### config.mk
export PLATFORM = sky130hd
export DESIGN_NAME = wb_writer_flat
export DESIGN_NICKNAME = d
export VERILOG_FILES = /design/src/rtl/wb_writer_if.sv /design/src/rtl/wb_writer.sv /design/src/flat_wrapper.sv
export SDC_FILE = /design/constraint.sdc
export NUM_CORES = 1
export LEC_CHECK = 0
export CORE_UTILIZATION = 50
export DETAILED_ROUTE_END_ITERATION = 8
export PLACE_DENSITY_LB_ADDON = 0.05
export SLEW_MARGIN = 5
export SYNTH_ARGS = -nofsm -noshare
export SYNTH_HDL_FRONTEND = slang
export SYNTH_SLANG_ARGS = --single-unit
### constraint.sdc
create_clock -name clk -period 3.26 [get_ports clk]
set_input_delay 0.652 -clock clk [delete_from_list [all_inputs] [get_ports clk]]
set_output_delay 0.652 -clock clk [all_outputs]
set_load 0.05 [all_outputs]
### src/rtl/wb_writer_if.sv
// wb_writer_if: bundles the ALU result, LSU handshake and register-file
// write port of wb_writer. The slave modport is the writer's view and the
// master modport is the view of whatever drives results into it.
// Defaults come from the `REG_ADDR_WIDTH / `REG_WIDTH macros when they are
// defined; otherwise they are 5 and 32.

`ifndef REG_ADDR_WIDTH
`define REG_ADDR_WIDTH 5
`endif
`ifndef REG_WIDTH
`define REG_WIDTH 32
`endif

interface wb_writer_if #(
  parameter int unsigned REG_ADDR_WIDTH = `REG_ADDR_WIDTH,
  parameter int unsigned REG_WIDTH      = `REG_WIDTH,
  parameter int unsigned FIFO_DEPTH     = 4
) ();

  localparam int unsigned CNT_WIDTH = $clog2(FIFO_DEPTH) + 1;

  // ALU result source (single cycle, highest normal priority)
  logic                      alu_valid;
  logic [REG_ADDR_WIDTH-1:0] alu_rd;
  logic [REG_WIDTH-1:0]      alu_data;
  logic                      alu_stall;

  // LSU result source (valid/ready handshake into the buffer)
  logic                      lsu_valid;
  logic                      lsu_ready;
  logic [REG_ADDR_WIDTH-1:0] lsu_rd;
  logic [REG_WIDTH-1:0]      lsu_data;

  // Register file write port
  logic                      wr_en;
  logic [REG_ADDR_WIDTH-1:0] addr_rd;
  logic [REG_WIDTH-1:0]      data_rd;

  // Buffer occupancy
  logic [CNT_WIDTH-1:0]      fifo_count;

  modport slave (
    input  alu_valid, alu_rd, alu_data,
    output alu_stall,
    input  lsu_valid, lsu_rd, lsu_data,
    output lsu_ready,
    output wr_en, addr_rd, data_rd,
    output fifo_count
  );

  modport master (
    output alu_valid, alu_rd, alu_data,
    input  alu_stall,
    output lsu_valid, lsu_rd, lsu_data,
    input  lsu_ready,
    input  wr_en, addr_rd, data_rd,
    input  fifo_count
  );

endinterface

### src/rtl/wb_writer.sv
// wb_writer: register file writeback initiator.
// ALU results are written the cycle after they are offered and have priority.
// LSU results are buffered in a FIFO and written when the ALU leaves a gap.
// A starvation counter forces the FIFO head through (stalling the ALU for one
// cycle) once the head has been blocked STARVE_LIMIT consecutive cycles.
// Writes to register 0 are consumed but never issued.
// Optional feature macro: WB_BYPASS_EN -- when the FIFO is empty and no ALU
// write is selected, an accepted LSU result is written directly (latency 1).

`ifndef REG_ADDR_WIDTH
`define REG_ADDR_WIDTH 5
`endif
`ifndef REG_WIDTH
`define REG_WIDTH 32
`endif

module wb_writer #(
  parameter int unsigned REG_ADDR_WIDTH = `REG_ADDR_WIDTH,
  parameter int unsigned REG_WIDTH      = `REG_WIDTH,
  parameter int unsigned FIFO_DEPTH     = 4,
  parameter int unsigned STARVE_LIMIT   = 3
) (
  input logic         clk,
  input logic         reset,
  wb_writer_if.slave  bus
);

  localparam int unsigned PTR_W = $clog2(FIFO_DEPTH);
  localparam int unsigned CNT_W = PTR_W + 1;
  localparam int unsigned STV_W = $clog2(STARVE_LIMIT + 1);

  // Which source drives the register file write this cycle
  typedef enum logic [2:0] {
    SEL_NONE,
    SEL_FORCE,
    SEL_ALU,
    SEL_FIFO,
    SEL_BYPASS
  } sel_e;

  // FIFO storage and control
  logic [REG_ADDR_WIDTH-1:0] fifo_rd_q   [FIFO_DEPTH];
  logic [REG_WIDTH-1:0]      fifo_data_q [FIFO_DEPTH];
  logic [PTR_W-1:0]          wr_ptr_q;
  logic [PTR_W-1:0]          rd_ptr_q;
  logic [CNT_W-1:0]          count_q;
  logic [STV_W-1:0]          starve_q;

  // Registered write port
  logic                      wr_en_q;
  logic [REG_ADDR_WIDTH-1:0] addr_rd_q;
  logic [REG_WIDTH-1:0]      data_rd_q;

  // Combinational decisions
  sel_e                      sel;
  logic                      fifo_empty;
  logic                      lsu_ready;
  logic                      lsu_xfer;
  logic                      alu_write;
  logic                      force_pop;
  logic                      push;
  logic                      pop;
  logic [REG_ADDR_WIDTH-1:0] wr_rd_d;
  logic [REG_WIDTH-1:0]      wr_data_d;

  assign fifo_empty = (count_q == '0);
  assign lsu_ready  = (count_q < CNT_W'(FIFO_DEPTH));
  assign lsu_xfer   = bus.lsu_valid & lsu_ready;
  assign alu_write  = bus.alu_valid & (bus.alu_rd != '0);
  assign force_pop  = (starve_q == STV_W'(STARVE_LIMIT)) & ~fifo_empty;

  assign bus.lsu_ready  = lsu_ready;
  assign bus.alu_stall  = force_pop & bus.alu_valid;
  assign bus.wr_en      = wr_en_q;
  assign bus.addr_rd    = addr_rd_q;
  assign bus.data_rd    = data_rd_q;
  assign bus.fifo_count = count_q;

  // Priority write select: forced head, ALU, buffered head, then optional bypass
  always_comb begin
    sel = SEL_NONE;
    if (force_pop) begin
      sel = SEL_FORCE;
    end else if (alu_write) begin
      sel = SEL_ALU;
    end else if (!fifo_empty) begin
      sel = SEL_FIFO;
    end
`ifdef WB_BYPASS_EN
    else if (lsu_xfer && (bus.lsu_rd != '0)) begin
      sel = SEL_BYPASS;
    end
`endif
  end

  // Buffer push/pop and the write data mux for the selected source
  always_comb begin
    push      = lsu_xfer & (bus.lsu_rd != '0) & (sel != SEL_BYPASS);
    pop       = (sel == SEL_FORCE) | (sel == SEL_FIFO);
    wr_rd_d   = addr_rd_q;
    wr_data_d = data_rd_q;
    unique case (sel)
      SEL_ALU: begin
        wr_rd_d   = bus.alu_rd;
        wr_data_d = bus.alu_data;
      end
      SEL_FORCE, SEL_FIFO: begin
        wr_rd_d   = fifo_rd_q[rd_ptr_q];
        wr_data_d = fifo_data_q[rd_ptr_q];
      end
      SEL_BYPASS: begin
        wr_rd_d   = bus.lsu_rd;
        wr_data_d = bus.lsu_data;
      end
      default: begin
        wr_rd_d   = addr_rd_q;
        wr_data_d = data_rd_q;
      end
    endcase
  end

  // FIFO entry storage; contents need no reset since count gates their use
  always_ff @(posedge clk) begin
    if (push) begin
      fifo_rd_q[wr_ptr_q]   <= bus.lsu_rd;
      fifo_data_q[wr_ptr_q] <= bus.lsu_data;
    end
  end

  // FIFO pointers and occupancy; pointers wrap naturally at FIFO_DEPTH
  always_ff @(posedge clk) begin
    if (reset) begin
      wr_ptr_q <= '0;
      rd_ptr_q <= '0;
      count_q  <= '0;
    end else begin
      if (push) begin
        wr_ptr_q <= wr_ptr_q + PTR_W'(1);
      end
      if (pop) begin
        rd_ptr_q <= rd_ptr_q + PTR_W'(1);
      end
      unique case ({push, pop})
        2'b10:   count_q <= count_q + CNT_W'(1);
        2'b01:   count_q <= count_q - CNT_W'(1);
        default: count_q <= count_q;
      endcase
    end
  end

  // Starvation counter: counts cycles the head loses to the ALU, saturating
  always_ff @(posedge clk) begin
    if (reset) begin
      starve_q <= '0;
    end else if (pop || fifo_empty) begin
      starve_q <= '0;
    end else if ((sel == SEL_ALU) && (starve_q != STV_W'(STARVE_LIMIT))) begin
      starve_q <= starve_q + STV_W'(1);
    end
  end

  // Registered write port; address/data hold when nothing is selected
  always_ff @(posedge clk) begin
    if (reset) begin
      wr_en_q   <= 1'b0;
      addr_rd_q <= '0;
      data_rd_q <= '0;
    end else begin
      wr_en_q <= (sel != SEL_NONE);
      if (sel != SEL_NONE) begin
        addr_rd_q <= wr_rd_d;
        data_rd_q <= wr_data_d;
      end
    end
  end

endmodule

### src/flat_wrapper.sv
// flat-port wrapper written by rule: the top's interface ports become plain ports
module wb_writer_flat 
#(
  parameter int unsigned REG_ADDR_WIDTH = `REG_ADDR_WIDTH,
  parameter int unsigned REG_WIDTH      = `REG_WIDTH,
  parameter int unsigned FIFO_DEPTH     = 4,
  parameter int unsigned STARVE_LIMIT   = 3
)
  (clk, reset, bus_alu_valid, bus_alu_rd, bus_alu_data, bus_alu_stall, bus_lsu_valid, bus_lsu_rd, bus_lsu_data, bus_lsu_ready, bus_wr_en, bus_addr_rd, bus_data_rd, bus_fifo_count);
  wb_writer_if #(.REG_ADDR_WIDTH(REG_ADDR_WIDTH), .REG_WIDTH(REG_WIDTH), .FIFO_DEPTH(FIFO_DEPTH)) bus_i ();
  input logic clk;
  input logic reset;
  input wire logic [$bits(bus_i.alu_valid)-1:0] bus_alu_valid;
  input wire logic [$bits(bus_i.alu_rd)-1:0] bus_alu_rd;
  input wire logic [$bits(bus_i.alu_data)-1:0] bus_alu_data;
  output wire logic [$bits(bus_i.alu_stall)-1:0] bus_alu_stall;
  input wire logic [$bits(bus_i.lsu_valid)-1:0] bus_lsu_valid;
  input wire logic [$bits(bus_i.lsu_rd)-1:0] bus_lsu_rd;
  input wire logic [$bits(bus_i.lsu_data)-1:0] bus_lsu_data;
  output wire logic [$bits(bus_i.lsu_ready)-1:0] bus_lsu_ready;
  output wire logic [$bits(bus_i.wr_en)-1:0] bus_wr_en;
  output wire logic [$bits(bus_i.addr_rd)-1:0] bus_addr_rd;
  output wire logic [$bits(bus_i.data_rd)-1:0] bus_data_rd;
  output wire logic [$bits(bus_i.fifo_count)-1:0] bus_fifo_count;
  assign bus_i.alu_valid = bus_alu_valid;
  assign bus_i.alu_rd = bus_alu_rd;
  assign bus_i.alu_data = bus_alu_data;
  assign bus_alu_stall = bus_i.alu_stall;
  assign bus_i.lsu_valid = bus_lsu_valid;
  assign bus_i.lsu_rd = bus_lsu_rd;
  assign bus_i.lsu_data = bus_lsu_data;
  assign bus_lsu_ready = bus_i.lsu_ready;
  assign bus_wr_en = bus_i.wr_en;
  assign bus_addr_rd = bus_i.addr_rd;
  assign bus_data_rd = bus_i.data_rd;
  assign bus_fifo_count = bus_i.fifo_count;
  wb_writer #(.REG_ADDR_WIDTH(REG_ADDR_WIDTH), .REG_WIDTH(REG_WIDTH), .FIFO_DEPTH(FIFO_DEPTH), .STARVE_LIMIT(STARVE_LIMIT)) u_core (.clk(clk), .reset(reset), .bus(bus_i));
endmodule
==> impl_metrics.py <==
metrics = {
    "logic_synthesis": {
        "synth_xor_xnor_area_share_pct": 0.462,
        "synth.area.mux_share_pct": 11.1,
        "synth_seq_area_share_pct": 71.6,
        "synth_top_area_cell": "sky130_fd_sc_hd__edfxtp_1",
        "synthDistinctLibCells": 39,
        "synth_top_family_by_area": "multiplexers",
        "ys_warn_count": 0,
        "synthAdderAreaFrac_pct": 1.25,
        "dominantRegCellSynth": "sky130_fd_sc_hd__edfxtp_1",
        "register_bit_total_from_synthesis": 197,
        "netlist_instances": 434,
        "synth_compound_area_share_pct": 5.02,
        "synth_nets": 519,
        "synth-simple-area-share_pct": 8.22,
        "synth.top_cells.by_count": "148 x sky130_fd_sc_hd__edfxtp_1, 49 x sky130_fd_sc_hd__dfxtp_1, 46 x sky130_fd_sc_hd__nor2_1, 37 x sky130_fd_sc_hd__mux4_2, 33 x sky130_fd_sc_hd__o22ai_1",
        "synth_most_common_cell": "sky130_fd_sc_hd__edfxtp_1",
        "netlist.area_leader.share_pct": 58.7,
        "synthTopCellsByArea": "sky130_fd_sc_hd__edfxtp_1 59%, sky130_fd_sc_hd__dfxtp_1 13%, sky130_fd_sc_hd__mux4_2 11%",
        "synth_enable_flop_cells": 148,
        "synthArstFlopShare_pct": 0,
        "cell_area_synth_sq_mm": 0.00758,
        "average_size_of_a_mapped_cell_sq_um": 17.5,
    },
    "status": {
        "status": "finished, violations left",
        "failed_checks": "design-rule violations",
    },
    "sta": {
        "timing.final.max_slew_violations": 0,
        "final.setup.tns_ps": 0,
        "final.period_utilization_pct": 84.2,
        "finalWorstPathRequiredPeriod_ps": 2750,
        "setup_violating_endpoint_count_in_the_final_report": 0,
        "timing.fmax_mhz": 364,
        "unrepaired_setup_endpoints_after_global_routing": "false",
        "final.setup_skew_ps": 6.81,
        "timing_worst_slew_pin_value_ps": 1020,
        "hold_viol": 0,
        "maxSlewHeadroom_pct": 31.8,
    },
    "floorplan": {
        "row_count": 44,
        "initial_utilization_pct": 51.7,
        "design.core.area_sq_mm": 0.0146,
        "die_height_um": 125,
        "die_w_um": 125,
        "fp.dieArea_sq_mm": 0.0157,
        "num_io_pins": 121,
    },
    "flow_run": {
        "maxcap_viol_count": 0,
    },
    "global_routing": {
        "grt_first_pass_wirelength_mm": 23.5,
        "grt_pass1_vias": 4478,
        "largest_net_degree_at_the_start_of_global_routing": 49,
        "grt_use_total_pct": 20.1,
        "grt_remaining_overflow": 0,
        "antenna_violations_before_repair": 0,
    },
    "routing": {
        "drtPass1Iterations": 7,
        "post_drt_wl_per_cell_um": 19.3,
        "remaining_drcs": 16,
        "antenna_left": 0,
        "via_cell_ratio": 5.63,
        "totalWireLength_mm": 14.7,
        "route.vias.total": 4289,
        "drt-initial-drc-count": 276,
    },
    "clock_network": {
        "cts.hold.buffers_added": 0,
        "clock_input_transition_at_the_sequential_cells_of_the_worst_setup_and_hold_paths_ps": 70,
        "cts.htree.levels": 4,
        "post_cts_resize_count": 0,
        "postCtsSetupBuffers": 0,
        "clock_path_buffers": 2,
        "insertion_delay_ps": 420,
        "tritoncts": "done",
        "cts.sinks": 197,
        "cts-buffers-inserted": 17,
        "clock_tree.root_cell": "sky130_fd_sc_hd__clkbuf_16",
    },
    "pwr": {
        "power_leakage_uw": 0.00317,
        "power_density_over_cell_area_mw_per_mm2": 801,
        "max-vdd-ir-drop_mv": 0.526,
    },
    "worst_hold_path": {
        "hold_class": "reg2reg",
    },
    "critical_path": {
        "crit_required_ps": 3610,
        "cp-start-kind": "input port",
        "setup.reg_to_reg.worst_slack_ps": 910,
        "crit_fanout": 5,
        "critical_path_arrival_ps": 3090,
        "slowest_stage": "sky130_fd_sc_hd__clkdlybuf4s50_1",
        "path_buf_inv": 3,
        "end_kind": "flip-flop",
        "critical_path.cell_chain": "clkdlybuf4s50_1, or3_1, o311a_1, inv_1, ha_1, inv_1, fa_1, xor2_1, or3_1, a21oi_1",
        "worst_path_largest_cell_delay_ps": 470,
        "critPathKind": "in2reg",
        "timing.critical_path.max_delay_family": "simple AND/OR/NAND/NOR gates",
    },
    "placement": {
        "hpwlAfterDp_mm": 9.32,
        "globalplace.congestion": 0.721,
        "post_detailed_placement_cell_area_sq_mm": 0.00906,
        "port_buffers": 120,
    },
    "layout": {
        "area_growth_syn_to_layout_pct": 27.4,
        "nets": 651,
        "share_of_cells_above_drive_strength_1_pct": 21.8,
        "fillCellCount": 1012,
        "final_area_sq_mm": 0.00965,
        "n_antenna_cell": 0,
    },
}
[report_power, final]
part	switching, uW	leakage (uW)	internal [uW]
clock network	871	0.000277	1210
logic	1380	0.00113	980
registers	208	0.00176	3080
[cell type report]
class / count / area (sq um) / area share, %
inverters: 10 / 37.5 / 0.389
multi-input cells: 202 / 2010 / 20.9
well taps: 184 / 230 / 2.39
clock inverters: 11 / 153 / 1.58
clock buffers: 20 / 437 / 4.52
flip-flops and latches: 197 / 5430 / 56.2
repair buffers: 138 / 1350 / 14.0
[metrics by stage]
stage               worst slack [ps]  power (uW)  util (%)  cells  hold WS [ps]
global route                     403        8070      65.9    762           471
floorplan                        429        4960         -    434           408
finish                           514        7730      65.9    762           433
CTS                              533        7810      65.9    762           444
global placement                 149        5690      61.9    731           416
detailed placement              93.1        5740      61.9    731           432
[routing by layer]
metal | track usage [%] | share of wire [%] | vias to the layer above
met1 | 24.9 | 44 | 2189
met5 | 0 | 0 | -
met2 | 34.1 | 50 | 110
met4 | 7.03 | 1.0 | 0
met3 | 5.69 | 5.3 | 11
li1 | - | - | 1979
[path summary, 6_finish.rpt]
path                              end  cells past startpoint                startpoint
max          u_core.bus.fifo_count[2]                     10             bus_lsu_rd[4]
min                u_core.starve_q[0]                      1        u_core.starve_q[0]
min reg2reg        u_core.starve_q[0]                      1        u_core.starve_q[0]
max reg2reg  u_core.bus.fifo_count[2]                      9  u_core.bus.fifo_count[0]
[worst register-to-register path, stage by stage (launching register included)]
cell,delay [ps]
sky130_fd_sc_hd__dfxtp_1,480
sky130_fd_sc_hd__or3_1,400
sky130_fd_sc_hd__o211ai_4,130
sky130_fd_sc_hd__inv_1,80
sky130_fd_sc_hd__ha_1,160
sky130_fd_sc_hd__inv_1,50
sky130_fd_sc_hd__fa_1,370
sky130_fd_sc_hd__xor2_1,150
sky130_fd_sc_hd__or3_1,310
sky130_fd_sc_hd__a21oi_1,140
[cells in the final DEF (no fill, tap or decap), types with 3 or more instances in the layout]
| cell | netlist | routed |
|---|---|---|
| sky130_fd_sc_hd__a21oi_1 | 5 | 4 |
| sky130_fd_sc_hd__nor3_2 | 30 | 30 |
| sky130_fd_sc_hd__edfxtp_1 | 148 | 148 |
| sky130_fd_sc_hd__clkinvlp_4 | 0 | 3 |
| sky130_fd_sc_hd__ha_1 | 6 | 6 |
| sky130_fd_sc_hd__inv_1 | 10 | 10 |
| sky130_fd_sc_hd__a221oi_1 | 4 | 4 |
| sky130_fd_sc_hd__clkdlybuf4s50_1 | 0 | 118 |
| sky130_fd_sc_hd__clkbuf_1 | 11 | 3 |
| sky130_fd_sc_hd__o22ai_1 | 33 | 33 |
| sky130_fd_sc_hd__nor2_1 | 46 | 46 |
| sky130_fd_sc_hd__nor3_1 | 4 | 4 |
| sky130_fd_sc_hd__and2_2 | 0 | 4 |
| sky130_fd_sc_hd__mux4_2 | 37 | 37 |
| sky130_fd_sc_hd__nor4_1 | 6 | 6 |
| sky130_fd_sc_hd__clkbuf_16 | 0 | 17 |
| sky130_fd_sc_hd__buf_4 | 3 | 17 |
| sky130_fd_sc_hd__or3_1 | 4 | 4 |
| sky130_fd_sc_hd__bufinv_16 | 0 | 3 |
| sky130_fd_sc_hd__dfxtp_1 | 49 | 47 |
[state kept, by name (all words and copies together), names as in the netlist, named ones only]
| register | flops |
|---|---|
| u_core.bus.addr_rd | 5 |
| u_core.fifo_data_q | 128 |
| u_core.bus.wr_en | 1 |
| u_core.wr_ptr_q | 2 |
| u_core.starve_q | 2 |
| u_core.rd_ptr_q | 2 |
| u_core.bus.data_rd | 32 |
| u_core.fifo_rd_q | 20 |
| u_core.bus.fifo_count | 3 |
[kinds of logic (layout without fill, tap and decap cells)]
family	count (synthesis)	in the layout
flip-flops	197	197
AND/OR/NAND/NOR	100	100
AO/OA/AOI/OAI	53	53
multiplexers	38	38
buffers and inverters	35	179
adder cells (fa/ha/maj)	7	7
XOR/XNOR	4	4
(Power assumes the default switching activity.)
==> RTL change, RTL diff (same flow settings) <==
Add a define of `WB_BYPASS_EN`.
--- a/src/rtl/wb_writer.sv
+++ b/src/rtl/wb_writer.sv
@@ -6,6 +6,8 @@
 // Writes to register 0 are consumed but never issued.
 // Optional feature macro: WB_BYPASS_EN -- when the FIFO is empty and no ALU
 // write is selected, an accepted LSU result is written directly (latency 1).
+
+`define WB_BYPASS_EN
 
 `ifndef REG_ADDR_WIDTH
 `define REG_ADDR_WIDTH 5
Function: changed (a bounded check fails within 4 cycles, from zero or initial values and one cycle with reset high).
==> RTL change against the unedited design <==
  * Worst setup slack got worse by 130 ps
  * Worst hold slack got worse by 1.3 ps
  * Highest routed layer unchanged
  * Area after synthesis rose by 8.3%
  * Sequential share of layout area fell by 3.2 points
  * Sequential cell count did not move
  * Total power rose by 8.4%
  * Global-route usage rose by 3.6 points
  * Wire length rose by 26%
  * Critical endpoint unchanged
  * Cell area rose by 6.0%
==> RTL change: results (changes against the unedited design) <==
* Run status: completed
* Crit Path Max Fanout at 2 (-3)
* Final net count at 711 (+9.2%)
* Met2 wire len at 9.37 mm (+28%)
* Mux contribution to synthesized area at 10.2% (-0.97 points)
* CP max stage cell: or4_4
* Clk_skew at 18.1 ps (+11.2 ps)
* Met3 WL at 862 um (+11%)
* Mapped Cells at 493 (+14%)
* Final clock-cell share at 5.84% (-0.26 points)
* Met3 usage at 4.14% (-1.6 points)
* Fraction of area in multi-input gates at 22.8% (+2.0 points)
* Tap cells at 216 (+17%)
* Non-Filler Instances at 855 (+12%)
* GP Congestion at 0.770 (+6.7%)
* Pin count of the biggest net entering global routing at 42 (-14%)
* Non-clk buf share at 14.2% (+0.13 points)
* GRT Total Usage at 23.8% (+3.6 points)
* DRT met1 WL at 8.09 mm (+25%)
* Pleak at 3.31 nW (+4.4%)
* Vias at 4994 (+16%)
* Met1 Usage GRT at 31.6% (+6.7 points)
* WL per Instance at 21.7 um (+12%)
* XOR/XNOR Fraction of Synth Area at 0.214% (-0.25 points)
* # clk buffers at 19 (-5.0%)
* Max IR drop VDD at 0.000521 V (-0.80%)
* Largest cells by area after synthesis: edfxtp_1, dfxtp_1, mux4_2, a221oi_2, a32oi_1
* Multi-Input Combinational at 218 (+7.9%)
* DRT Pass-1 Iters at 5 (-2)
* Adder-cell share of the synthesized area at 1.16% (-0.096 points)
* Synth top cells by count: edfxtp_1, dfxtp_1, o21ai_0
* Compound-Gate Fraction of Synth Area at 13.8% (+8.8 points)
* CP max stage delay at 560 ps (+90 ps)
* Global-route wire length before repair at 28.9 mm (+23%)
* Inverters at 40 (+30)
* Vias in the first global route at 5108 (+14%)
==> RTL change: worst paths after layout <==
path | slack (ps) | to | from | cells after the start
max reg2reg | 730 | u_core.bus.data_rd[3]$_SDFFE_PP0P_ | u_core.bus.fifo_count[2]$_SDFFE_PP0P_ | 6
max | 390 | u_core.bus.fifo_count[2]$_SDFFE_PP0P_ | bus_lsu_rd[1] | 10
min | 430 | u_core.starve_q[0]$_SDFFE_PP0P_ | u_core.starve_q[0]$_SDFFE_PP0P_ | 1
min reg2reg | 430 | u_core.starve_q[0]$_SDFFE_PP0P_ | u_core.starve_q[0]$_SDFFE_PP0P_ | 1
==> RTL change: power groups by stage <==
stage,Combinational [mW],Clock [mW],Sequential (mW)
floorplan,1.60,0,3.87
detailed placement,2.95,0,3.36
global route,3.14,2.27,3.35
CTS,2.97,2.17,3.31
finish,2.94,2.13,3.31
global placement,2.92,0,3.34
